===== src/rtl/dmem_arbiter.sv =====
// Two-port arbiter for the byte-lane data memory: A has priority, B has starvation relief and burst lock.
// Grant is same-cycle; read data returns one cycle after grant; port A stalls whenever it is refused.
module dmem_arbiter #(
  parameter int unsigned MAX_WAIT   = 4,
  parameter logic [31:0] ADDR_LIMIT = 32'h0000_0FFF
) (
  input  logic        clk,
  input  logic        rst,
  input  logic        a_req,
  input  logic [3:0]  a_we,
  input  logic [31:0] a_addr,
  input  logic [31:0] a_wdata,
  output logic        a_gnt,
  output logic        a_stall,
  output logic        a_rvalid,
  output logic [31:0] a_rdata,
  output logic        a_err,
  input  logic        b_req,
  input  logic [3:0]  b_we,
  input  logic [31:0] b_addr,
  input  logic [31:0] b_wdata,
  input  logic        b_lock,
  output logic        b_gnt,
  output logic        b_rvalid,
  output logic [31:0] b_rdata,
  output logic        b_err,
  output logic [31:0] dmem_addr,
  output logic [3:0]  dmem_we,
  output logic [31:0] dmem_wr_data,
  input  logic [31:0] dmem_rd_data
);

  typedef enum logic [1:0] {A_PRIO, B_PRIO, B_LOCK} state_t;

  localparam logic [3:0] MAX_W = 4'(MAX_WAIT);

  state_t      r_state;
  state_t      w_state_nxt;
  logic [3:0]  r_wait_cnt;
  logic [3:0]  w_wait_nxt;
  logic [3:0]  w_wait_inc;
  logic        w_sel_a;
  logic        w_sel_b;
  logic        r_a_rvalid;
  logic        r_b_rvalid;
  logic        r_a_err;
  logic        r_b_err;
  logic [31:0] w_addr;
  logic [3:0]  w_we;
  logic [31:0] w_wdata;
  logic        w_oor;

  assign w_wait_inc = (r_wait_cnt < MAX_W) ? r_wait_cnt + 4'd1 : r_wait_cnt;

  always_comb begin
    w_sel_a     = 1'b0;
    w_sel_b     = 1'b0;
    w_state_nxt = r_state;
    w_wait_nxt  = r_wait_cnt;
    if (r_state == B_PRIO) begin
      if (b_req) begin
        w_sel_b     = 1'b1;
        w_wait_nxt  = 4'd0;
        w_state_nxt = b_lock ? B_LOCK : A_PRIO;
      end else begin
        w_sel_a     = a_req;
        w_state_nxt = A_PRIO;
      end
    end else if (r_state == B_LOCK && b_lock) begin
      w_sel_b     = b_req;
      w_state_nxt = B_LOCK;
    end else begin
      // A_PRIO rules; an unlocking B_LOCK cycle uses them too but always returns to A_PRIO
      w_sel_a     = a_req;
      w_sel_b     = ~a_req & b_req;
      w_state_nxt = A_PRIO;
      if (w_sel_b) begin
        w_wait_nxt = 4'd0;
        if (b_lock) w_state_nxt = B_LOCK;
      end else if (b_req) begin
        w_wait_nxt = w_wait_inc;
        if (w_wait_inc == MAX_W && r_state == A_PRIO) w_state_nxt = B_PRIO;
      end
    end
  end

  assign a_gnt   = rst & w_sel_a;
  assign b_gnt   = rst & w_sel_b;
  assign a_stall = rst & a_req & ~w_sel_a;

  always_comb begin
    w_addr  = 32'd0;
    w_we    = 4'd0;
    w_wdata = 32'd0;
    if (a_gnt) begin
      w_addr  = a_addr;
      w_we    = a_we;
      w_wdata = a_wdata;
    end else if (b_gnt) begin
      w_addr  = b_addr;
      w_we    = b_we;
      w_wdata = b_wdata;
    end
  end

  assign w_oor        = w_addr > ADDR_LIMIT;
  assign dmem_addr    = w_addr;
  assign dmem_we      = w_oor ? 4'd0 : w_we;
  assign dmem_wr_data = w_wdata;

  always_ff @(posedge clk) begin
    if (!rst) begin
      r_state    <= A_PRIO;
      r_wait_cnt <= 4'd0;
      r_a_rvalid <= 1'b0;
      r_b_rvalid <= 1'b0;
      r_a_err    <= 1'b0;
      r_b_err    <= 1'b0;
    end else begin
      r_state    <= w_state_nxt;
      r_wait_cnt <= w_wait_nxt;
      r_a_rvalid <= a_gnt & (a_we == 4'd0);
      r_b_rvalid <= b_gnt & (b_we == 4'd0);
      r_a_err    <= a_gnt & w_oor;
      r_b_err    <= b_gnt & w_oor;
    end
  end

  // the err flag doubles as the "zero the read data" marker for the returning access
  assign a_rvalid = r_a_rvalid;
  assign b_rvalid = r_b_rvalid;
  assign a_err    = r_a_err;
  assign b_err    = r_b_err;
  assign a_rdata  = (r_a_rvalid && !r_a_err) ? dmem_rd_data : 32'd0;
  assign b_rdata  = (r_b_rvalid && !r_b_err) ? dmem_rd_data : 32'd0;

endmodule


===== config.mk =====
export PLATFORM = sky130hd
export DESIGN_NAME = dmem_arbiter
export DESIGN_NICKNAME = d
export VERILOG_FILES = /design/src/rtl/dmem_arbiter.sv
export SDC_FILE = /design/constraint.sdc
export NUM_CORES = 1
export LEC_CHECK = 0
export CAP_MARGIN = 20
export CELL_PAD_IN_SITES_DETAIL_PLACEMENT = 0
export CELL_PAD_IN_SITES_GLOBAL_PLACEMENT = 2
export CORE_UTILIZATION = 10
export DETAILED_ROUTE_END_ITERATION = 12
export GPL_ROUTABILITY_DRIVEN = 0
export HOLD_SLACK_MARGIN = 0.12
export PLACE_DENSITY_LB_ADDON = 0.1
export SLEW_MARGIN = 20
export SYNTH_ARGS = -nofsm -noshare
export SYNTH_HDL_FRONTEND = slang
export SYNTH_SLANG_ARGS = --single-unit

===== constraint.sdc =====
create_clock -name clk -period 4.8 [get_ports clk]
set_input_delay 0.96 -clock clk [delete_from_list [all_inputs] [get_ports clk]]
set_output_delay 0.96 -clock clk [all_outputs]
set_load 0.005 [all_outputs]

-- After elaboration in Yosys (flattened, before gate mapping)
Cells that the tools add are included.
- add/subtract/negate cells: 1
- order comparisons: 2
- equal/unequal tests: 5
- mux-type cells: 28
- bitwise gates (word level): 11
- reduce and logical (&&, ||, !) cells: 11
- operators with widths (cell ; count):
    2-to-1 mux 32 bit ; 6
    2-to-1 mux 4 bit ; 9
    > comparator 32 x 12 -> 1 bit (second input constant) ; 1
    2-to-1 mux 2 bit ; 5
    AND 1 bit ; 9
    zero test 4 bit ; 2
    2-to-1 mux 1 bit ; 8
    adder 4 x 1 -> 4 bit (second input constant) ; 1
    equality test 4 x 3 -> 1 bit (second input constant) ; 1
    logical AND 1 bit ; 4
    < comparator 4 x 3 -> 1 bit (second input constant) ; 1
    inequality test 2 bit (second input constant) ; 2
    AND reduction 3 bit ; 1
    nonzero test 3 bit ; 1
    equality test 2 x 1 -> 1 bit (second input constant) ; 1
    equality test 2 bit (second input constant) ; 1
    zero test 1 bit ; 2
    zero test 2 bit ; 1
    NOT 1 bit ; 2
- register bits after elaboration: 10
- input port bits: 173
- output and inout bits: 139
- word-level logic and storage cells: 64

-- Depth between registers and ports, before layout
- depth in word-level cells: 9
- depth in mapped cells: 6
- depth with buffers taken out: 5

-- Worst setup path before layout
Ideal clock, no wire load.
- path type: in2out
- start point: input port b_addr[17]
- end point: output port dmem_we[0]
- arrival: 2.100 ns
- data required time: 3.840 ns
- slack: 1.740 ns
- stages: 3
- buffers on the path: 0
- cells stage by stage: or4_1 > o21a_1 > a2111oi_1
- cells in the longest elaborated chain, start to end: 4
- ends and longest elaborated chain (item ; RTL line ; source):
    from (decl) ; 20 ; input logic [31:0] b_addr,
    2-to-1 mux 32 bit ; 99 ; end else if (b_gnt) begin
    2-to-1 mux 32 bit ; 95 ; if (a_gnt) begin
    > comparator 32 x 12 -> 1 bit ; 106 ; assign w_oor = w_addr > ADDR_LIMIT;
    2-to-1 mux 4 bit ; 108 ; assign dmem_we = w_oor ? 4'd0 : w_we;
    to (decl) ; 28 ; output logic [3:0] dmem_we,
No other way between the ends.

-- Final worst setup path
- start point: input port b_addr[26]
- end point: output port dmem_we[0]
The elaborated chain is that of the path after synthesis.

==> metrics.yaml <==
run_status:
  outcome: "finished clean"
clock_tree:
  cts_buffer_depth: 2
  post_cts_resized: 0
  clk_pin_slew_ns: 0.04
  cts-hold-fix-buffers: 0
  cts_root_buffer: "clkbuf_16"
  cts_num_sinks: 10
  clk_latency_ns: 0.24
  cts_setup_buffers: 0
  htree_levels: 1
  cts_tree: "done"
  numCtsBuffers: 3
yosys:
  ys_ff_latch: 10
  syn_nets: 403
  yosysUniqueCellTypes: 34
  yosys_warnings: 0
  synth.cell_area_mm2: 0.00174
  syn_avg_cell_area_um2: 7.58
  synth_area_leaders: "a22o_1 32%, and2_1 24%, dfxtp_1 12%"
  synth_flop_cell: "dfxtp_1"
  synth_top_area_cell: "a22o_1"
  synth_top_area_frac: 0.323
  ys_seq_area_frac: 0.115
  async_flop_share: 0
  synth_edf_count: 0
  synth_cells: 229
power:
  leakage_nw: 1.92
  power_frac_comb: 0.558
  p_int_mw: 0.434
  power_density_mw_per_mm2: 110
  pwr-share-seq: 0.153
  swShare: 0.238
  ir_worst_vdd_uv: 83.5
  switching_power_mw: 0.135
  pwr-share-clk: 0.288
die:
  rows: 47
  core-area_mm2: 0.0168
  die_area_mm2: 0.0179
  die_w_um: 134
  die_h_um: 134
  ios: 312
  start_util: 0.104
sta:
  hold_viol: 0
  hold_slack_ns: 0.474
  tns_ns: 0
  final-setup-viol-count: 0
  min_period_over_period: 0.893
  period_needed_ns: 4.29
  final_max_slew_viol_count: 0
  fmax_mhz: 233
  slew_headroom: 0.641
  fin_worst_skew_ns: 0.000958
  worst_slew_pin_slew_ns: 0.536
  rsz0062_at_grt: "false"
global_route:
  grt_max_degree: 34
  grt_antenna_before_repair: 0
  grt_pass1_wl_um: 18100
  globalRoute.totalOverflow: 0
  grt_pass1_vias: 3080
  grt_use_total: 0.132
flow_run:
  drv_cap: 0
route:
  detail_route.vias_per_cell: 3.98
  drc: 0
  drtAntennaViolNets: 0
  routed_wl_um: 12500
  first_pass_iters: 4
  vias: 2988
  drt_iter0_markers: 51
  wl_per_cell_um: 16.6
cells_and_area:
  nets: 706
  fillers: 1766
  drive_gt1_frac: 0.0301
  area_delta_synth_final_pct: 199
  antenna_cells: 0
setup_path:
  rr_worst_depth: 4
  worstSetupEndpoint: "dmem_we[0]"
  cp_cell_sequence: "clkdlybuf4s50_1, nor4_1, nand4_1, a2111oi_1, clkdlybuf4s50_1"
  worst-path-max-fanout: 5
  ff2ff_setup_slack_ns: 3.35
  cp.depth: 5
  timing.rr.end: "r_wait_cnt[1]"
  worstSetupPathType: "in -> out"
  cp_top_family: "buffers and inverters"
  crit_start: "b_addr[26]"
  crit_buf_inv: 2
  worstReg2RegStart: "r_state[1]"
  required_ns: 3.84
  arrival_ns: 3.33
  slowest_delay_ns: 0.63
  critPathLaunchType: "primary input"
  cp-end-kind: "primary output"
  cp_slowest_cell: "clkdlybuf4s50_1"
  crit_top_cell: "clkdlybuf4s50_1"
worst_hold_path:
  hold_class: "reg -> reg"
  worstHoldPathCells: 2
placement:
  port-buffer-count: 311
  dpl.hpwl_um: 10800
-- worst min path at each step --
stage                  startpoint            end
floorplan           r_wait_cnt[3]  r_wait_cnt[3]
global placement    r_wait_cnt[3]  r_wait_cnt[3]
detailed placement  r_wait_cnt[3]  r_wait_cnt[3]
CTS                 r_wait_cnt[3]  r_wait_cnt[3]
global route        r_wait_cnt[3]  r_wait_cnt[3]
finish              r_wait_cnt[3]  r_wait_cnt[3]
-- synth_stat cells, types with 2 or more instances --
cell and number:
o31a_1 2, a21boi_0 2, and2_1 68, nand3b_1 2, a22o_1 64, buf_1 2, a22oi_1 4, nor2b_1 5
or4_1 2, o21a_1 2, buf_2 12, nor4_1 10, a21oi_1 3, clkbuf_1 7, dfxtp_1 10, nor2_1 5
a2111oi_1 3, nor4b_1 2, nand2_1 6, inv_1 2, and3b_1 3
-- layer usage --
layer  track usage  vias up  routed length (um)
met5             0        -                   0
met4        0.0253        0                 172
met3        0.0401       11                1110
met1         0.135     1314                4330
li1              -     1490                   -
met2         0.261      173                6860
-- state kept, by name (all words and copies together), names as in the netlist --
name	flops
r_state	2
a_rvalid	1
b_rvalid	1
a_err	1
r_wait_cnt	4
b_err	1
-- power groups by stage --
| stage | Sequential, mW | Combinational (mW) | Clock, mW |
|---|---|---|---|
| 2_1_floorplan | 0.0884 | 0.0722 | 0 |
| 3_3_place_gp | 0.0889 | 0.322 | 0 |
| 3_5_place_dp | 0.0888 | 0.321 | 0 |
| 4_1_cts | 0.0874 | 0.323 | 0.167 |
| 5_1_grt | 0.0876 | 0.340 | 0.172 |
| 6_report | 0.0873 | 0.318 | 0.164 |
-- logic make-up (layout without fill, tap and decap cells) --
family / Yosys count / after routing / share of synthesized area
and+or+nand+nor: 110 / 110 / 0.397
muxes: 1 / 1 / 0.00576
AOI/OAI and AO/OA: 84 / 84 / 0.416
adders and majority gates: 1 / 1 / 0.00720
buffers and inverters: 23 / 325 / 0.0584
DFF: 10 / 10 / 0.115
-- worst min-delay path: cells and delay by family (launching register included) --
family        cells  cell delay, ns
buf+inv           1            0.06
flops             1            0.33
simple gates      1            0.04
-- area by class of cell --
class,instances,area [um^2],share of cell area
clock buffers,4,88.8,0.0171
repair buffers,319,3170,0.612
well taps,220,275,0.0531
multi-input cells,196,1440,0.278
inverters,2,7.51,0.00145
flip-flops and latches,10,200,0.0386
-- placed cells by master, fill, tap and decap left out, types with 4 or more instances in the layout --
cell / n
clkdlybuf4s50_1: 311
and2_1: 68
nand2_1: 6
nor2_1: 5
dfxtp_1: 10
nor4_1: 10
nor2b_1: 5
a22oi_1: 4
a22o_1: 64
buf_4: 8
-- through the flow --
stage | total power [mW] | util | setup WS, ns | instance area [um^2] | std cells
detailed placement | 0.410 | 0.304 | 0.500 | 5100 | 747
floorplan | 0.161 | - | 1.74 | 1740 | 229
global route | 0.600 | 0.310 | 0.371 | 5190 | 751
CTS | 0.578 | 0.310 | 0.474 | 5190 | 751
finish | 0.569 | 0.310 | 0.511 | 5190 | 751
global placement | 0.411 | 0.304 | 0.535 | 5100 | 747
Power figures use the tool's default switching activity.
